## config.mk

```make
export PLATFORM = sky130hd
export DESIGN_NAME = online_to_binary_r4_flat
export DESIGN_NICKNAME = d
export VERILOG_FILES = /design/src/rtl/online_r4_pkg.sv /design/src/rtl/online_to_binary_r4_if.sv /design/src/rtl/otf_step_r4.sv /design/src/rtl/online_to_binary_r4.sv /design/src/flat_wrapper.sv
export SDC_FILE = /design/constraint.sdc
export NUM_CORES = 1
export LEC_CHECK = 0
export CAP_MARGIN = 25
export CORE_MARGIN = 2
export CORE_UTILIZATION = 50
export DETAILED_ROUTE_END_ITERATION = 7
export PLACE_DENSITY = 0.72
export SLEW_MARGIN = 20
export SYNTH_ARGS = -nofsm -noshare
export SYNTH_HDL_FRONTEND = slang
export SYNTH_SLANG_ARGS = --single-unit
```

## constraint.sdc

```tcl
create_clock -name clk -period 3.9 [get_ports clk]
set_input_delay 0.78 -clock clk [delete_from_list [all_inputs] [get_ports clk]]
set_output_delay 0.78 -clock clk [all_outputs]
set_load 0.005 [all_outputs]
```

## src/rtl/online_r4_pkg.sv

```systemverilog
// Shared constants for the radix-4 online arithmetic datapath:
// digit encoding and the converter state encoding.
package online_r4_pkg;
   localparam int RADIX     = 4;
   localparam int DIGIT_W   = 3;
   localparam int DIGIT_MIN = -3;
   localparam int DIGIT_MAX = 3;
   localparam logic [DIGIT_W-1:0] ILLEGAL_DIGIT = 3'b100;

   typedef enum logic [1:0] {
      IDLE = 2'd0,
      SKIP = 2'd1,
      CONV = 2'd2,
      DONE = 2'd3
   } conv_state_t;

   // The single encoding with no legal meaning: -4 does not fit the {-3..3} set.
   function automatic logic is_illegal(input logic [DIGIT_W-1:0] d);
      return d == ILLEGAL_DIGIT;
   endfunction
endpackage

```

## src/rtl/online_to_binary_r4_if.sv

```systemverilog
// Digit-stream in / finished-result out bundle of the online-to-binary converter.
interface online_to_binary_r4_if #(
   parameter int N_DIGITS = 8
) ();
   import online_r4_pkg::*;
   localparam int RW = 2*N_DIGITS + 1;

   logic               start;
   logic               en;
   logic [DIGIT_W-1:0] di;
   logic               ack;
   logic [RW-1:0]      result;
   logic               result_valid;
   logic               busy;
   logic               digit_err;

   // Upstream adder / readout side.
   modport master (
      output start, en, di, ack,
      input  result, result_valid, busy, digit_err
   );

   // The converter itself.
   modport slave (
      input  start, en, di, ack,
      output result, result_valid, busy, digit_err
   );
endinterface

```

## src/rtl/otf_step_r4.sv

```systemverilog
// One radix-4 on-the-fly conversion step. Keeps Q and QM = Q-1 so that a
// negative digit never needs a borrow: it just appends to QM instead.
module otf_step_r4 #(
   parameter int RW = 17
) (
   input  logic [RW-1:0] q,
   input  logic [RW-1:0] qm,
   input  logic [2:0]    d,
   output logic [RW-1:0] q_next,
   output logic [RW-1:0] qm_next
);
   logic [RW-1:0] q4, qm4, dx;
   logic          d_neg, d_pos;

   assign q4    = {q[RW-3:0], 2'b00};
   assign qm4   = {qm[RW-3:0], 2'b00};
   assign dx    = {{(RW-3){d[2]}}, d};
   assign d_neg = d[2];
   assign d_pos = !d[2] && (d != 3'd0);

   // Select the appended prefix and the digit (or its radix complement).
   always_comb begin
      q_next  = d_neg ? (qm4 + RW'(4) + dx) : (q4 + dx);
      qm_next = d_pos ? (q4 + dx - RW'(1)) : (qm4 + RW'(3) + dx);
   end
endmodule

```

## src/rtl/online_to_binary_r4.sv

```systemverilog
// Radix-4 signed-digit stream (MSD first) to two's-complement converter.
// Drops DELAY leading enabled digits, converts N_DIGITS digits on the fly and
// raises result_valid on the edge that samples the last digit.
module online_to_binary_r4 #(
   parameter int N_DIGITS = 8,
   parameter int DELAY    = 1
) (
   input  logic                  clk,
   input  logic                  reset,
   online_to_binary_r4_if.slave  bus
);
   import online_r4_pkg::*;

   localparam int RW  = 2*N_DIGITS + 1;
   localparam int SKW = $clog2(DELAY + 2);
   localparam int DCW = $clog2(N_DIGITS + 1);

   conv_state_t        state;
   logic [RW-1:0]      q, qm, q_next, qm_next;
   logic [SKW-1:0]     skip_cnt;
   logic [DCW-1:0]     dig_cnt;
   logic [DIGIT_W-1:0] d_eff;
   logic               d_bad;

   // An illegal digit is flagged and then converted as zero.
   assign d_bad = is_illegal(bus.di);
   assign d_eff = d_bad ? '0 : bus.di;

   otf_step_r4 #(.RW(RW)) u_step (
      .q       (q),
      .qm      (qm),
      .d       (d_eff),
      .q_next  (q_next),
      .qm_next (qm_next)
   );

   // Control FSM plus the Q/QM accumulators; start overrides everything.
   always_ff @(posedge clk or posedge reset) begin
      if (reset) begin
         state            <= IDLE;
         q                <= '0;
         qm               <= '1;
         skip_cnt         <= '0;
         dig_cnt          <= '0;
         bus.result       <= '0;
         bus.result_valid <= 1'b0;
         bus.busy         <= 1'b0;
         bus.digit_err    <= 1'b0;
      end else if (bus.start) begin
         state            <= (DELAY > 0) ? SKIP : CONV;
         q                <= '0;
         qm               <= '1;
         skip_cnt         <= SKW'(DELAY);
         dig_cnt          <= '0;
         bus.result_valid <= 1'b0;
         bus.busy         <= 1'b1;
         bus.digit_err    <= 1'b0;
      end else begin
         case (state)
            SKIP: if (bus.en) begin
               skip_cnt <= skip_cnt - SKW'(1);
               if (skip_cnt == SKW'(1)) state <= CONV;
            end
            CONV: if (bus.en) begin
               q       <= q_next;
               qm      <= qm_next;
               dig_cnt <= dig_cnt + DCW'(1);
               if (d_bad) bus.digit_err <= 1'b1;
               if (dig_cnt == DCW'(N_DIGITS - 1)) begin
                  state            <= DONE;
                  bus.result       <= q_next;
                  bus.result_valid <= 1'b1;
                  bus.busy         <= 1'b0;
               end
            end
            DONE: if (bus.ack) begin
               state            <= IDLE;
               bus.result_valid <= 1'b0;
            end
            default: ;
         endcase
      end
   end
endmodule

```

## src/flat_wrapper.sv

```systemverilog
// flat-port wrapper written by rule: the top's interface ports become plain ports
module online_to_binary_r4_flat import online_r4_pkg::*;
#(
   parameter int N_DIGITS = 8,
   parameter int DELAY    = 1
)
  (clk, reset, bus_start, bus_en, bus_di, bus_ack, bus_result, bus_result_valid, bus_busy, bus_digit_err);
  online_to_binary_r4_if #(.N_DIGITS(N_DIGITS)) bus_i ();
  input  logic clk;
  input  logic reset;
  input wire logic [$bits(bus_i.start)-1:0] bus_start;
  input wire logic [$bits(bus_i.en)-1:0] bus_en;
  input wire logic [$bits(bus_i.di)-1:0] bus_di;
  input wire logic [$bits(bus_i.ack)-1:0] bus_ack;
  output wire logic [$bits(bus_i.result)-1:0] bus_result;
  output wire logic [$bits(bus_i.result_valid)-1:0] bus_result_valid;
  output wire logic [$bits(bus_i.busy)-1:0] bus_busy;
  output wire logic [$bits(bus_i.digit_err)-1:0] bus_digit_err;
  assign bus_i.start = bus_start;
  assign bus_i.en = bus_en;
  assign bus_i.di = bus_di;
  assign bus_i.ack = bus_ack;
  assign bus_result = bus_i.result;
  assign bus_result_valid = bus_i.result_valid;
  assign bus_busy = bus_i.busy;
  assign bus_digit_err = bus_i.digit_err;
  online_to_binary_r4 #(.N_DIGITS(N_DIGITS), .DELAY(DELAY)) u_core (.clk(clk), .reset(reset), .bus(bus_i));
endmodule
```

==> metrics.cfg, run 1 <==
[layout]
drive_above_1_share_pct=18.1
n_antenna_cell=0
fillCellCount=736
finalInstanceArea_um2=5710
finalNetCount=680
syn_to_final_growth_pct=21.8
final_cells=745

[worst_setup_path]
path_max_fanout=6
cp_data_required_time_ns=4.14
criticalPathCategory=primary input to flop
cp-end-kind=flop
startpoint_type=primary input
rr_worst_depth=9
crit_arrival_ns=3.89

[sta]
rsz0062_at_grt=no
max_slew_margin_pct=39.4
slew_violations=0
hold_viol_final=0
finalCriticalPeriod_ns=3.64
setup_viol=0
fmax_mhz=274
worstMarginPinSlew_ns=0.908
post-route-period-util_pct=93.4
fin_skew_ns=0.0170
layout_setup_ws_ns=0.256

[pwr]
power_density_nw_per_um2=345
p_seq_share_pct=32.4
power.total_mw=1.97
p_int_mw=1.38
swShare_pct=30.0
vdd_drop_max_mv=0.257
comb_power_share_pct=28.1
clockPowerShare_pct=39.5
power.leakage_nw=2.63
p_switching_mw=0.591

[drt]
vias=4217
drt-initial-drc-count=248
wl_mm=12.0
drtAntennaViolNets=0
avgViaCountPerCell=5.66
wl_per_cell_um=16.2
dr.pass1.iters=6
drcViolationCount=0

[synthesis]
yosys_warnings=0
ys.flop_type=dfrtp_1
syn-instance-count=555
syn-cell-area_um2=4690
synth_top_family_by_area=simple AND/OR/NAND/NOR gates
yosys-top-cells-area=dfrtp_1 23%, ha_1 8.5%, dfstp_2 8.4%
synth_nets=606
synthAdderAreaFrac_pct=13.2
async_flop_share_pct=100
synth_cell_types=63
synth-seq-area-share_pct=31.3
synth-seq-cells=58
synth_xor_area_share_pct=8.40
synth-edff-count=0
yosys.area_share.simple_pct=19.7
synth_top_area_cell=dfrtp_1
synthMuxAreaShare_pct=2.43
synth-compound-area-share_pct=18.1
synth.top_cell.area_share_pct=22.9
avgSynthCellArea_um2=8.45

[clocking]
clk_path_buf_depth=2
clockRootBuffer=clkbuf_8
cts_num_sinks=58
clock_latency_ns=0.35
path_clk_slew_ns=0.08
post-cts-setup-buffer-count=0
cts_buffers=9
cts_tree=yes
htree_num_levels=3

[die]
start_util_pct=51.3
row_count=35
top_level_ports=28
die_area_um2=10200
die_w_um=101
coreArea_um2=9150
die_h_um=101

[worst_hold_path]
hold_path.class=flop to flop
min_path_cells=2

[placement]
dp_cells=729
gp_congestion=0.906
post-place-ws_ns=-0.160
hpwl_mm=9.05
place_area_um2=5440
port_buffers=27

[grt]
grt_remaining_overflow=0
grt_max_degree=42
grt_pass1_wl_mm=20.2
grt_pass1_vias=4094
track_usage_pct=25.4
antenna_found_initial=0

[run]
drv_cap=0

[run_status]
status=completed

-- path summary, 6_finish.rpt --
path                                                  start                                end  slack [ns]
max in group asynchronous                             reset           u_core.qm[6]$_DFFE_PP1P_        2.08
hold / removal             u_core.bus.result[8]$_DFFE_PP0P_   u_core.bus.result[8]$_DFFE_PP0P_        0.47
min in group asynchronous                             reset            u_core.q[2]$_DFFE_PP0P_        0.95
hold reg to reg            u_core.bus.result[8]$_DFFE_PP0P_   u_core.bus.result[8]$_DFFE_PP0P_        0.47
setup reg to reg                   u_core.qm[0]$_DFFE_PP1P_          u_core.qm[10]$_DFFE_PP1P_        1.18
setup / recovery                                  bus_di[0]  u_core.bus.result[16]$_DFFE_PP0P_        0.26
-- area by class of cell --
cell class                 instances  area [um2]  area share (%)
clock buffer                      11         141            2.47
clock inverter                     5         125            2.19
inverter                          45         169            2.96
multi-input combinational        423        2910            51.0
sequential                        58        1470            25.7
tap                              111         139            2.43
timing repair buffer              92         758            13.3
-- power groups by stage --
stage	registers (mW)	clock network, mW	logic [mW]
4_1_cts	0.638	0.784	0.550
3_5_place_dp	0.649	0	0.543
5_1_grt	0.641	0.810	0.616
3_3_place_gp	0.648	0	0.531
2_1_floorplan	0.641	0	0.373
6_report	0.639	0.778	0.554
-- placed cells by master, fill, tap and decap left out, types with 12 or more instances in the layout --
master	instances
a21oi_1	32
a31oi_1	12
buf_4	65
clkdlybuf4s50_1	27
dfrtp_1	43
dfstp_2	15
ha_1	32
inv_1	43
nand2_1	75
nor2_1	54
nor3_1	15
o21ai_0	22
xnor2_1	29
xor2_1	16
-- logic make-up (layout without fill, tap and decap cells) --
group	count (synthesis)	count (layout)
XOR/XNOR	45	45
multiplexers	11	11
AND/OR/NAND/NOR	197	197
flip-flops	58	58
buffers and inverters	74	153
adder cells (fa/ha/maj)	43	43
AO/OA/AOI/OAI	127	127
-- synthesized netlist by cell type (3+ instances only) --
cell type   n
ha_1       32
fa_1       11
a31oi_1    12
nand4_1     5
nor2b_1     7
o21ai_0    23
and2_1      3
nor3_2      3
o31ai_1     9
dfstp_2    15
clkbuf_1   16
mux2i_1     8
xnor2_1    29
a21oi_1    32
xor2_1     16
a211o_1     6
nor2_1     54
nor4_1      4
buf_2       6
inv_1      44
dfrtp_1    43
nor3_1     15
o21bai_1    6
buf_6       3
nand3b_1    4
o211ai_1    4
o21a_1      3
mux2_2      3
a211oi_1    5
nand2b_1    5
nand2_1    75
nand3_1    10
-- critical path, stage by stage --
cell and delay (ns):
clkdlybuf4s50_1 0.47, inv_1 0.06, ha_1 0.24, nor2b_1 0.12, buf_4 0.15, buf_4 0.15
ha_1 0.19, inv_1 0.06, fa_1 0.46, nor3_1 0.27, nand2_1 0.09, a31oi_1 0.17
nor2_1 0.08, a311oi_2 0.29, a2bb2oi_1 0.22, nand2_1 0.07
-- per-stage QoR --
stage	setup TNS, ns	utilization [%]	hold slack (ns)
floorplan	0	-	0.470
global placement	-0.246	59.5	0.458
detailed placement	-0.563	59.5	0.463
CTS	0	62.4	0.480
global route	0	62.4	0.493
finish	0	62.4	0.473
-- sequential cells by signal (all words and copies together) (netlist names) --
register                 flops
u_core.bus.busy              1
u_core.bus.digit_err         1
u_core.bus.result           17
u_core.bus.result_valid      1
u_core.dig_cnt               4
u_core.q                    15
u_core.qm                   15
u_core.skip_cnt              2
u_core.state                 2
-- timing repair --
item,4_1_cts,5_1_grt
hold buffers,0,0
endpoints found under the setup margin,0,3
gates resized for setup,0,2
-- routing by layer --
layer / routed length [um] / global-route usage [%] / vias to the layer above
met3: 583 / 4.65 / 18
met1: 5560 / 34.1 / 2019
li1: - / - / 2065
met4: 204 / 7.17 / 0
met2: 5690 / 42.1 / 115
met5: 0 / 0 / -
No activity file was read; power rests on OpenSTA's default activity.
==> inputs of run 2 (changes only) <==
--- a/config.mk
+++ b/config.mk
@@ -9,6 +9,7 @@
 export CORE_MARGIN = 2
 export CORE_UTILIZATION = 50
 export DETAILED_ROUTE_END_ITERATION = 7
+export GPL_TIMING_DRIVEN = 0
 export PLACE_DENSITY = 0.72
 export SLEW_MARGIN = 20
 export SYNTH_ARGS = -nofsm -noshare
==> run 2 against run 1 <==
- the flow now finishes with violations (design-rule violations)
- flip-flop and latch count unchanged
- design area shrank 2.9%
- clock power shrank 25%
- power decreased by 11%
- sequential share of layout area grew 0.78 points
- critical path depth grew 3
- largest power group is now registers
- first-iteration DRC count rose by 65%
- critical endpoint is now u_core.bus.result[9]$_DFFE_PP0P_
- clock skew shrank 0.0058 ns
- maximum frequency fell by 3.4%
==> metrics.cfg, run 2 (synthesis gave the netlist of run 1 again) <==
[sta]
post-route-period-util_pct=96.7  ; +3.3 points
finalCriticalPeriod_ns=3.77  ; +0.127 ns
worstMarginPinSlew_ns=0.895  ; -0.0130 ns
slew_violations=0  ; unchanged
fmax_mhz=265  ; -3.4%
hold_viol_final=0  ; unchanged
fin_skew_ns=0.0112  ; -0.00580 ns
setup_viol=0  ; unchanged
max_slew_margin_pct=40.0  ; +0.63 points
layout_setup_ws_ns=0.130  ; -0.127 ns

[layout]
largest_reg_flops=17  ; unchanged
finalInstanceArea_um2=5550  ; -2.9%
top_regs=u_core.bus.result: 17 flops, u_core.q: 15 flops, u_core.qm: 15 flops
final_cell_mix=75 x nand2_1, 54 x nor2_1, 43 x inv_1, 43 x dfrtp_1, 31 x a21oi_1
finalNetCount=661  ; -2.8%
final_cells=726  ; -2.6%
fin_util_pct=60.6  ; -1.8 points
drive_above_1_share_pct=15.3  ; -2.9 points
n_antenna_cell=0  ; unchanged
syn_to_final_growth_pct=18.2
top_register=u_core.bus.result
mostFrequentLayoutCell=nand2_1

[worst_setup_path]
crit_chain=clkdlybuf4s15_2, inv_1, ha_2, nor2b_4, buf_6, clkbuf_4, inv_1, ha_1, inv_1, ha_1, inv_1, fa_1, o21bai_1, a21oi_2, o21ai_0, a21oi_1, xnor2_1, o21ai_0, mux2_2
slowest_delay_ns=0.40  ; -0.07 ns
criticalPathCategory=primary input to flop
startpoint_type=primary input
cp_data_required_time_ns=4.13  ; about the same
cp_slowest_cell=fa_1
critPathTopFamily=adder cells
path_max_fanout=10  ; +4
crit_path_frequent_cell=inv_1
cp-end-kind=flop
crit_arrival_ns=4.00  ; +0.11 ns
crit_buf_inv=7  ; +2

[drt]
avgViaCountPerCell=5.92  ; +4.6%
wl_per_cell_um=18.2  ; +13%
drt-initial-drc-count=410  ; +65%
dr.pass1.iters=8  ; +2
vias=4298  ; +1.9%
wl_mm=13.2  ; +9.8%
drcViolationCount=2  ; +2
drtAntennaViolNets=0  ; unchanged

[placement]
post-place-ws_ns=-1.39  ; -1.23 ns
gp_congestion=0.994  ; +9.7%
dp_cells=693  ; -4.9%
hpwl_mm=9.08  ; +0.35%
port_buffers=27  ; unchanged
place_area_um2=5110  ; -6.2%

[pwr]
p_int_mw=1.17  ; -16%
comb_power_share_pct=30.6  ; +2.5 points
p_switching_mw=0.593  ; +0.30%
power.total_mw=1.76  ; -11%
power.leakage_nw=2.47  ; -6.1%
swShare_pct=33.7  ; +3.7 points
clockPowerShare_pct=33.3  ; -6.2 points
vdd_drop_max_mv=0.166  ; -35%
power_density_nw_per_um2=317  ; -8.1%
p_seq_share_pct=36.1  ; +3.7 points

[grt]
grt_remaining_overflow=0  ; unchanged
grt_pass1_wl_mm=21.0  ; +3.8%
track_usage_pct=26.7  ; +1.3 points
antenna_found_initial=0  ; unchanged
grt_max_degree=59  ; +40%
grt_pass1_vias=4122  ; +0.68%

[clocking]
clk_path_buf_depth=2  ; unchanged
cts_buffers=9  ; unchanged
path_clk_slew_ns=0.07  ; about the same
clock_latency_ns=0.35  ; about the same
htree_num_levels=3  ; unchanged
clockRootBuffer=clkbuf_8
cts_tree=yes
cts_hold_buf=0  ; unchanged
cts_num_sinks=58  ; unchanged

[die]
top_level_ports=28  ; unchanged
die_area_um2=10200  ; unchanged
row_count=35  ; unchanged
die_h_um=101  ; unchanged
die_w_um=101  ; unchanged
start_util_pct=51.3  ; unchanged
coreArea_um2=9150  ; unchanged

[run_status]
violations=design-rule violations
status=finished, violations left

[run]
drv_cap=0  ; unchanged

[worst_hold_path]
hold_path.class=flop to flop

-- run 2: cell count changes in the layout (fill, tap and decap cells not counted), sizes merged, moves of 2 or more --
| cell | previous run | this run |
|---|---|---|
| clkinvlp | 0 | 2 |
| buf | 65 | 27 |
| clkdlybuf4s50 | 27 | 24 |
| clkdlybuf4s15 | 0 | 2 |
| bufinv | 4 | 1 |
| clkbuf | 11 | 30 |
-- run 2: power by group through the flow --
| stage | Clock [mW] | Combinational, mW | Sequential (mW) |
|---|---|---|---|
| 2_1_floorplan | 0 | 0.373 | 0.641 |
| 3_3_place_gp | 0 | 0.474 | 0.644 |
| 3_5_place_dp | 0 | 0.483 | 0.645 |
| 4_1_cts | 0.594 | 0.498 | 0.635 |
| 5_1_grt | 0.620 | 0.591 | 0.637 |
| 6_report | 0.586 | 0.538 | 0.635 |
-- run 2: what timing repair did --
action	4_1_cts	5_1_grt
cloned	0	1
resized for setup	21	13
buffers inserted	4	12
endpoints found under the setup margin	35	17
pin swaps	1	1
hold endpoints to repair	0	0
-- run 2: worst reg2reg max path, cell delays in order, from the launching register on --
cell and delay (ns):
dfstp_2 0.55, inv_1 0.10, ha_1 0.22, inv_1 0.06, ha_1 0.16, inv_1 0.05
fa_1 0.40, o21bai_1 0.21, a21oi_2 0.12, o21ai_0 0.17, a21oi_1 0.10, xnor2_1 0.15
o21ai_0 0.17, mux2_2 0.31
-- run 2: final timing paths --
path	startpoint	to	slack, ns	cells after the start
setup / recovery	bus_di[0]	u_core.bus.result[9]$_DFFE_PP0P_	0.13	19
hold / removal	u_core.bus.result[7]$_DFFE_PP0P_	u_core.bus.result[7]$_DFFE_PP0P_	0.47	2
setup reg to reg	u_core.qm[0]$_DFFE_PP1P_	u_core.bus.result[9]$_DFFE_PP0P_	1.01	13
hold reg to reg	u_core.bus.result[7]$_DFFE_PP0P_	u_core.bus.result[7]$_DFFE_PP0P_	0.47	2
max in group asynchronous	reset	u_core.q[8]$_DFFE_PP0P_	2.53	2
min in group asynchronous	reset	u_core.bus.result[2]$_DFFE_PP0P_	0.90	2
-- run 2: metal layers --
metal	share of wire, %	routed length [um]	global-route usage (%)
met5	0	0	0
met4	1.8	236	6.64
met3	7.1	944	3.74
met2	48	6320	44.5
met1	43	5720	36.7
-- run 2: area by class of cell --
type,instances,area (um2)
Clock inverter,4,50.0
Inverter,45,171
Tap cell,111,139
Clock buffer,12,155
Timing Repair Buffer,43,392
Buffer,29,186
Multi-Input combinational cell,424,2980
Sequential cell,58,1470
Fill cell,796,3610
-- run 2: through the flow --
| stage | TNS (ns) | hold WS [ns] |
|---|---|---|
| after floorplan | 0 | 0.470 |
| after global placement | -31.18 | 0.458 |
| after detailed placement | -33.96 | 0.463 |
| after CTS | 0 | 0.478 |
| after global routing | -0.0419 | 0.503 |
| final | 0 | 0.470 |
